--- src/rtl/da_pkg.sv ---
// rtl/da_pkg.sv - shared state type, widths and divider defaults for the DAC serial writer
//
// Contents:
//   da_state_e   frame sequencer states
//   DA_DATA_W    DAC sample width (bits per frame)
//   DA_SCLK_DIV  default clk_sys cycles per sclk half-period
//   DA_CS_GAP    default minimum cs_n-high time, in sclk periods
//   da_cnt_w()   counter width able to hold values 0..n-1 (never narrower than 1)

package da_pkg;

  typedef enum logic [2:0] {
    IDLE,
    SETUP,
    SHIFT,
    HOLD,
    GAP
  } da_state_e;

  localparam int DA_DATA_W   = 16;
  localparam int DA_SCLK_DIV = 4;
  localparam int DA_CS_GAP   = 2;

  function automatic int da_cnt_w(input int n);
    return (n > 1) ? $clog2(n) : 1;
  endfunction

endpackage

--- src/rtl/da_sclk_gen.sv ---
// rtl/da_sclk_gen.sv - half-period divider producing the sclk toggle tick
//
// Ports:
//   clk_sys  in   system clock
//   rst      in   synchronous, active-high reset
//   run      in   count enable; the counter is held at 0 while low
//   restart  in   forces the counter back to 0 (used on sequencer state changes)
//   tick     out  high on the last clk_sys cycle of each half-period
//
// Kept separate from the writer so the ADC capture path can share the same
// divider behaviour.

module da_sclk_gen
  import da_pkg::*;
#(
  parameter int SCLK_DIV = DA_SCLK_DIV
) (
  input  logic clk_sys,
  input  logic rst,
  input  logic run,
  input  logic restart,
  output logic tick
);

  localparam int            HW     = da_cnt_w(SCLK_DIV);
  localparam logic [HW-1:0] H_LAST = HW'(SCLK_DIV - 1);

  logic [HW-1:0] hcnt;

  // hcnt walks 0..SCLK_DIV-1. A wrap and a restart both land on 0, so a
  // state change on the tick cycle starts the new state with a full
  // half-period.
  always_ff @(posedge clk_sys) begin
    if (rst || !run || restart || (hcnt == H_LAST)) begin
      hcnt <= '0;
    end else begin
      hcnt <= hcnt + 1'b1;
    end
  end

  assign tick = run && (hcnt == H_LAST);

endmodule

--- src/rtl/da_p2s.sv ---
// rtl/da_p2s.sv - parallel-to-serial writer for the 16-bit SPI-style DAC
//
// Ports:
//   clk_sys     in   system clock
//   rst         in   synchronous, active-high reset
//   da_data     in   sample to transmit (DATA_W bits), taken on accept only
//   da_vld      in   da_data valid
//   da_rdy      out  block can accept a sample (IDLE only)
//   cs_n        out  DAC chip select, active low
//   sclk        out  DAC serial clock, idles low, DAC samples on rising edge
//   sdin        out  DAC serial data, MSB first
//   busy        out  high from accept until the end of the inter-frame gap
//   frame_done  out  one-cycle pulse on the cycle cs_n returns high
//
// Frame: SETUP (1 half-period, cs_n low, MSB on sdin), SHIFT (2*DATA_W
// half-periods, sclk toggling), HOLD (1 half-period), then GAP
// (2*CS_GAP half-periods with cs_n high) before returning to IDLE.
// All outputs are registered; DATA_W must be at least 2.

module da_p2s
  import da_pkg::*;
#(
  parameter int DATA_W   = DA_DATA_W,
  parameter int SCLK_DIV = DA_SCLK_DIV,
  parameter int CS_GAP   = DA_CS_GAP
) (
  input  logic              clk_sys,
  input  logic              rst,
  input  logic [DATA_W-1:0] da_data,
  input  logic              da_vld,
  output logic              da_rdy,
  output logic              cs_n,
  output logic              sclk,
  output logic              sdin,
  output logic              busy,
  output logic              frame_done
);

  localparam int            BW     = da_cnt_w(DATA_W + 1);
  localparam logic [BW-1:0] B_LAST = BW'(DATA_W - 1);
  localparam int            GW     = da_cnt_w(2 * CS_GAP + 1);
  localparam logic [GW-1:0] G_LAST = GW'(2 * CS_GAP - 1);

  da_state_e         state;
  da_state_e         state_d;
  logic              tick;
  logic              accept;
  logic [DATA_W-1:0] shift_q;
  logic [BW-1:0]     bcnt;   // falling sclk edges seen in this frame
  logic [GW-1:0]     gcnt;   // half-periods elapsed in the gap

  da_sclk_gen #(
    .SCLK_DIV (SCLK_DIV)
  ) u_sclk_gen (
    .clk_sys (clk_sys),
    .rst     (rst),
    .run     (state != IDLE),
    .restart (state_d != state),
    .tick    (tick)
  );

  always_ff @(posedge clk_sys) begin
    if (rst) begin
      state <= IDLE;
    end else begin
      state <= state_d;
    end
  end

  always_comb begin
    state_d = state;
    accept  = 1'b0;
    case (state)
      IDLE: begin
        // da_rdy is registered and only ever high in IDLE.
        if (da_vld && da_rdy) begin
          accept  = 1'b1;
          state_d = SETUP;
        end
      end
      SETUP: begin
        if (tick) state_d = SHIFT;
      end
      SHIFT: begin
        // sclk high on a tick means this tick is a falling toggle; the
        // DATA_W-th one closes the shift phase.
        if (tick && sclk && (bcnt == B_LAST)) state_d = HOLD;
      end
      HOLD: begin
        if (tick) state_d = GAP;
      end
      GAP: begin
        if (tick && (gcnt == G_LAST)) state_d = IDLE;
      end
      default: begin
        state_d = IDLE;
      end
    endcase
  end

  // Outputs are derived from the next state so they change together with
  // the state register rather than a cycle later.
  always_ff @(posedge clk_sys) begin
    if (rst) begin
      da_rdy     <= 1'b0;
      busy       <= 1'b0;
      cs_n       <= 1'b1;
      sclk       <= 1'b0;
      sdin       <= 1'b0;
      frame_done <= 1'b0;
      shift_q    <= '0;
      bcnt       <= '0;
      gcnt       <= '0;
    end else begin
      da_rdy     <= (state_d == IDLE);
      busy       <= (state_d != IDLE);
      cs_n       <= !(state_d inside {SETUP, SHIFT, HOLD});
      frame_done <= (state == HOLD) && (state_d == GAP);

      case (state)
        IDLE: begin
          if (accept) begin
            shift_q <= da_data;
            sdin    <= da_data[DATA_W-1];
            sclk    <= 1'b0;
            bcnt    <= '0;
            gcnt    <= '0;
          end
        end
        SHIFT: begin
          if (tick) begin
            if (!sclk) begin
              sclk <= 1'b1;
            end else begin
              sclk <= 1'b0;
              bcnt <= bcnt + 1'b1;
              // The last falling edge leaves the LSB on sdin through HOLD.
              if (bcnt != B_LAST) begin
                shift_q <= {shift_q[DATA_W-2:0], 1'b0};
                sdin    <= shift_q[DATA_W-2];
              end
            end
          end
        end
        HOLD: begin
          if (tick) sdin <= 1'b0;
        end
        GAP: begin
          if (tick) gcnt <= gcnt + 1'b1;
        end
        default: begin
        end
      endcase
    end
  end

endmodule
--- config.mk ---
export PLATFORM = sky130hd
export DESIGN_NAME = da_p2s
export DESIGN_NICKNAME = d
export VERILOG_FILES = /design/src/rtl/da_pkg.sv /design/src/rtl/da_sclk_gen.sv /design/src/rtl/da_p2s.sv
export SDC_FILE = /design/constraint.sdc
export NUM_CORES = 1
export LEC_CHECK = 0
export CORE_ASPECT_RATIO = 1.25
export CORE_MARGIN = 2
export CORE_UTILIZATION = 55
export CTS_BUF_LIST = sky130_fd_sc_hd__clkbuf_8
export DETAILED_ROUTE_END_ITERATION = 8
export MAX_ROUTING_LAYER = met4
export PLACE_DENSITY = 0.84
export SETUP_SLACK_MARGIN = 0.1
export SYNTH_ARGS = -nofsm -noshare
export SYNTH_HDL_FRONTEND = slang
export SYNTH_SLANG_ARGS = --single-unit
--- constraint.sdc ---
create_clock -name clk_sys -period 3.9 [get_ports clk_sys]
set_input_delay 0.78 -clock clk_sys [delete_from_list [all_inputs] [get_ports clk_sys]]
set_output_delay 0.78 -clock clk_sys [all_outputs]
set_load 0.005 [all_outputs]
# == After elaboration in Yosys (flattened, before gate mapping) ==
# Index checks and enable logic that the tools add are counted.
# op_classes
add_sub_neg,3
eq_ne,19
muxes,30
n_reduce_logical,24
# ops
cell,n
15-bit two-way mux,4
15-bit case mux with 2 select lines,1
3-bit two-way mux,7
3-bit by 2-bit == test with 1-bit output (second input constant),5
5-bit two-way mux,3
3-bit case mux with 5 select lines,1
2-bit inequality test (second input constant),6
3-bit nonzero test,4
1-bit two-way mux,10
5-bit case mux with 2 select lines,1
3-bit by 1-bit == test with 1-bit output (second input constant),2
3-bit == test (second input constant),2
1-bit logical AND,6
3-bit zero test,2
3-bit case mux with 2 select lines,1
3-bit AND reduction,2
6-bit AND reduction,1
5-bit by 1-bit adder with 5-bit output (second input constant),1
5-bit by 4-bit == test with 1-bit output (second input constant),1
5-bit by 4-bit inequality test with 1-bit output (second input constant),1
5-bit AND reduction,1
4-bit AND reduction,1
2-bit nonzero test,2
3-bit by 1-bit adder with 3-bit output (second input constant),1
7 further kinds,10
# totals
regBits,34
input_bits,19

# == Depth between registers and ports, before layout ==
# logic_depth
ltp_word,9
ltp_mapped,8
depth_no_buf,7

# == Hierarchy ==
# From an unflattened synthesis, not the netlist that was laid out.
# unflattened
hier_cells,180
area_unflattened_um2,1679.1
# modules_own_cells
mod,n_inst,cells_each,area_per_inst_um2,seq_area_each_um2
da_p2s,1,173,1575.3,640.6
da_sclk_gen,1,7,103.8,40.0

# == Worst setup path before layout ==
# OpenSTA, ideal clock, no wires.
# synth_path
path_kind,register to register
startpoint,reg bcnt[0]
endpoint,reg shift_q[13]
setup_ns,0.086
arrival_ns,1.697
required_ns,3.814
setup_slack_ns,2.117
path_stages_with_launch,9
n_path_buf,1
period_less_slack_ns,1.783
cell_sequence,dfxtp_1 -> ha_1 -> and3_1 -> ha_1 -> nand2b_1 -> a221oi_2 -> buf_4 -> nor2_1 -> a211oi_1
# synth_between
elab_chain_cells,3
# synth_rtl
item,line,source
from (decl),da_p2s.sv:49,logic [BW-1:0] bcnt;
from (signal assigned),da_p2s.sv:136,bcnt <= bcnt + 1'b1;
5-bit by 4-bit inequality test with 1-bit output,da_p2s.sv:138,if (bcnt != B_LAST) begin
2-bit inequality test (no line),--,
5-bit AND reduction (no line),--,
to (signal assigned),da_p2s.sv:123,shift_q <= da_data;
to (signal assigned),da_p2s.sv:139,"shift_q <= {shift_q[DATA_W-2:0], 1'b0};"
to (decl),da_p2s.sv:48,logic [DATA_W-1:0] shift_q;
# Every way passes these cells.
# A chain may end at the register's enable or synchronous reset.

# == Worst setup path in the final report ==
# layout_path
startpoint,in da_vld
endpoint,reg shift_q[7]
# layout_between
elab_chain_cells,5
# layout_rtl
item,line,source
from (decl),da_p2s.sv:30,"input logic da_vld,"
1-bit logical AND,da_p2s.sv:76,if (da_vld && da_rdy) begin
1-bit two-way mux,da_p2s.sv:76,
1-bit two-way mux,da_p2s.sv:73,case (state)
2-bit inequality test (no line),--,
5-bit AND reduction (no line),--,
# Every way passes these cells.

==> impl_metrics.env <==
export IMPL_grt_overflow_total=0
export IMPL_ys_ff_latch=34
export IMPL_sequentialPowerShare_pct=51.9
export IMPL_netlist_area_sq_um=1630
export IMPL_yosysTopAreaCell="dfxtp_1"
export IMPL_die_w_um=52.70
export IMPL_crit_buf_inv=2
export IMPL_placed_cell_area_sq_um=1862
export IMPL_grt_pass1_wl_mm=5.326
export IMPL_placementRows=22
export IMPL_cts_tree="yes"
export IMPL_grt_total_usage_pct=21.45
export IMPL_wl_mm=3.158
export IMPL_ys_top_cells_by_area="dfxtp_1 42%, mux2i_1 9.2%, a211oi_1 7.4%, nor2_1 5.3%, ha_1 3.8%"
export IMPL_power_frac_clock_pct=36.0
export IMPL_pre_cts_slack_ns=1.351
export IMPL_cpMaxStageDelayCell="clkdlybuf4s50_1"
export IMPL_hold_viol=0
export IMPL_synth_flop_cell="dfxtp_1"
export IMPL_hp_class="flip-flop to flip-flop"
export IMPL_fin_crit_ns=2.240
export IMPL_final_area_sq_um=1953
export IMPL_powerDensity_nw_per_um2=373.2
export IMPL_crit_type="input port to flip-flop"
export IMPL_drive_gt1_share_pct=9.375
export IMPL_post_cts_resized_instances=0
export IMPL_initial_core_util_pct=56.41
export IMPL_status="finished, final reports clean"
export IMPL_finClkSkew_ns=0.005770
export IMPL_critPathMaxStageDelay_ns=0.55
export IMPL_post_cts_buffers=0
export IMPL_swShare_pct=24.13
export IMPL_path_cells="clkdlybuf4s50_1 > nand3b_4 > a221oi_2 > buf_4 > nor2_1 > a211oi_1"
export IMPL_p_switching_w=0.0001758
export IMPL_ys_warnings_count=0
export IMPL_hpwl_mm=2.288
export IMPL_synth_edff_count=0
export IMPL_slew_violations=0
export IMPL_max_clock_path_buffers=2
export IMPL_cts_hold_buf=0
export IMPL_ys_seq_area_share_pct=41.75
export IMPL_p_total_w=0.0007288
export IMPL_clock_sinks=34
export IMPL_synth_top_area_share_pct=41.75
export IMPL_drtPass1Iterations=4
export IMPL_place_congestion=0.7915
export IMPL_cts_root_buffer="clkbuf_8"
export IMPL_rsz0062_at_grt="no"
export IMPL_ant_nets=0
export IMPL_cap_violations=0
export IMPL_maxSlewHeadroom_pct=48.11
export IMPL_startpoint_type="input port"
export IMPL_cp_required_ns=4.09
export IMPL_synth_cell_types=43
export IMPL_ir_drop_mv=0.2828
export IMPL_worst_pin_slew_ns=0.7784
export IMPL_synth_nets=194
export IMPL_nets=215
export IMPL_comb_power_share_pct=12.1
export IMPL_drt_iter0_drc=25
export IMPL_p_leak_nw=0.7032
export IMPL_wl_per_cell_um=13.85
export IMPL_timing_fmax_mhz=446.4
export IMPL_timing_final_crit_share_pct=57.44
export IMPL_cts_buffers=5
export IMPL_coreArea_sq_um=2890
export IMPL_cts_htree_levels=2
export IMPL_netlist_instances=170
export IMPL_die_height_um=64.87
export IMPL_die_area_sq_um=3418
export IMPL_fin_ws_ns=1.660
export IMPL_num_vias=1288
export IMPL_clkTransAtPathRegs_ns=0.06
export IMPL_final_setup_viol_count=0
export IMPL_arrival_ns=2.43
export IMPL_numPortBuffers=24
export IMPL_grt_pass1_vias=1299
export IMPL_vias_per_cell=5.649
export IMPL_area_growth_pct=19.80
export IMPL_syn_area_per_cell_sq_um=9.590
export IMPL_antenna_found_initial=0
export IMPL_clk_latency_ns=0.28
export IMPL_async_flop_share_pct=0
export IMPL_crit_family="buffers and inverters"
export IMPL_drcViolationCount=0
export IMPL_grt_max_degree=31
export IMPL_crit_fanout=30
export IMPL_ioPinCount=25
export IMPL_p_int_w=0.0005530
export IMPL_cp_end_kind="flip-flop"
export IMPL_num_antenna_cells=0
export IMPL_setup_tns_ns=0
[Yosys cell counts, types with 2 or more instances]
library cell  instances
nand3_1               2
nor3_1                2
a21oi_1               8
a211oi_1             16
nand2b_1              3
mux2i_1              15
and3_1                3
nand4b_1              3
inv_1                 4
nor2b_1               2
dfxtp_1              34
nor2_1               23
xor2_1                2
clkbuf_1              5
nand3b_1              4
ha_1                  5
o21ai_0               2
buf_4                 4
xnor2_1               2
nand2_1               8
[path summary, 6_finish.rpt]
kind,start,to,slack [ns],cells past startpoint
worst min-delay path,u_sclk_gen.hcnt[0]$_SDFF_PP0_,u_sclk_gen.hcnt[0]$_SDFF_PP0_,0.44,1
worst max register to register,bcnt[0]$_SDFFE_PP0P_,shift_q[7]$_SDFFE_PP0P_,1.76,8
worst min register to register,u_sclk_gen.hcnt[0]$_SDFF_PP0_,u_sclk_gen.hcnt[0]$_SDFF_PP0_,0.44,1
worst max-delay path,da_vld,shift_q[7]$_SDFFE_PP0P_,1.66,6
[per-stage QoR]
step | util [%] | std cells | hold slack [ns]
2_1_floorplan | - | 170 | 0.4072
3_3_place_gp | 64.42 | 220 | 0.4138
3_5_place_dp | 64.42 | 220 | 0.4342
4_1_cts | 67.58 | 228 | 0.4432
5_1_grt | 67.58 | 228 | 0.4617
6_report | 67.58 | 228 | 0.4421
[power groups by stage]
stage	Sequential [W]	Combinational [W]	Clock (W)
after floorplan	0.000382	0.0000557	0
after global placement	0.000385	0.0000833	0
after detailed placement	0.000386	0.0000887	0
after CTS	0.000378	0.0000892	0.000268
after global routing	0.000380	0.0000976	0.000281
final	0.000378	0.0000885	0.000262
[area by class of cell]
| class | instances | area (sq um) |
|---|---|---|
| fillers | 236 | 937.1 |
| flip-flops and latches | 34 | 680.7 |
| clock inverters | 2 | 8.758 |
| repair buffers | 26 | 255.2 |
| clock buffers | 6 | 82.58 |
| well taps | 36 | 45.04 |
| inverters | 4 | 15.01 |
| multi-input cells | 120 | 865.8 |
[flip-flops by register name, summed over array words and instances, names as in the netlist, 2 cells and up]
register	count
bcnt	5
state	3
u_sclk_gen.hcnt	2
gcnt	3
shift_q	15
[worst register-to-register path: stages (launching register included)]
cell      delay (ns)
dfxtp_1         0.34
ha_1            0.24
and3_1          0.20
ha_1            0.20
nand2b_1        0.18
a221oi_2        0.24
buf_4           0.34
nor2_1          0.08
a211oi_1        0.23
[metal layers]
| layer | share of wire [%] | vias up | track usage [%] |
|---|---|---|---|
| met5 | 0 | - | - |
| met4 | 1.2 | 0 | 9.936 |
| met3 | 2.9 | 4 | 6.221 |
| li1 | - | 649 | - |
| met1 | 44 | 614 | 23.08 |
| met2 | 52 | 21 | 35.63 |
[logic make-up (layout without fill, tap and decap cells)]
group / Yosys count / count (layout) / share of synthesized area, %
AO/OA/AOI/OAI: 37 / 37 / 17.73
XOR/XNOR: 4 / 4 / 2.149
adder cells (fa/ha/maj): 5 / 5 / 3.837
buffers and inverters: 16 / 38 / 5.141
flip-flops: 34 / 34 / 41.75
multiplexers: 16 / 16 / 9.900
AND/OR/NAND/NOR: 58 / 58 / 19.50
[cells in the final DEF, fill, tap and decap left out, types with 2 or more instances in the layout]
cell,count
dfxtp_1,34
clkdlybuf4s50_1,24
nor2_1,23
a211oi_1,16
mux2i_1,15
nand2_1,8
a21oi_1,8
clkbuf_8,6
inv_1,5
ha_1,5
nand3b_1,4
and3_1,3
nand2b_1,3
nand4b_1,3
nand3_1,2
o21ai_0,2
nor2b_1,2
nor3_1,2
xor2_1,2
xnor2_1,2
buf_4,2
Note: power is estimated with default switching activity, not from simulation.
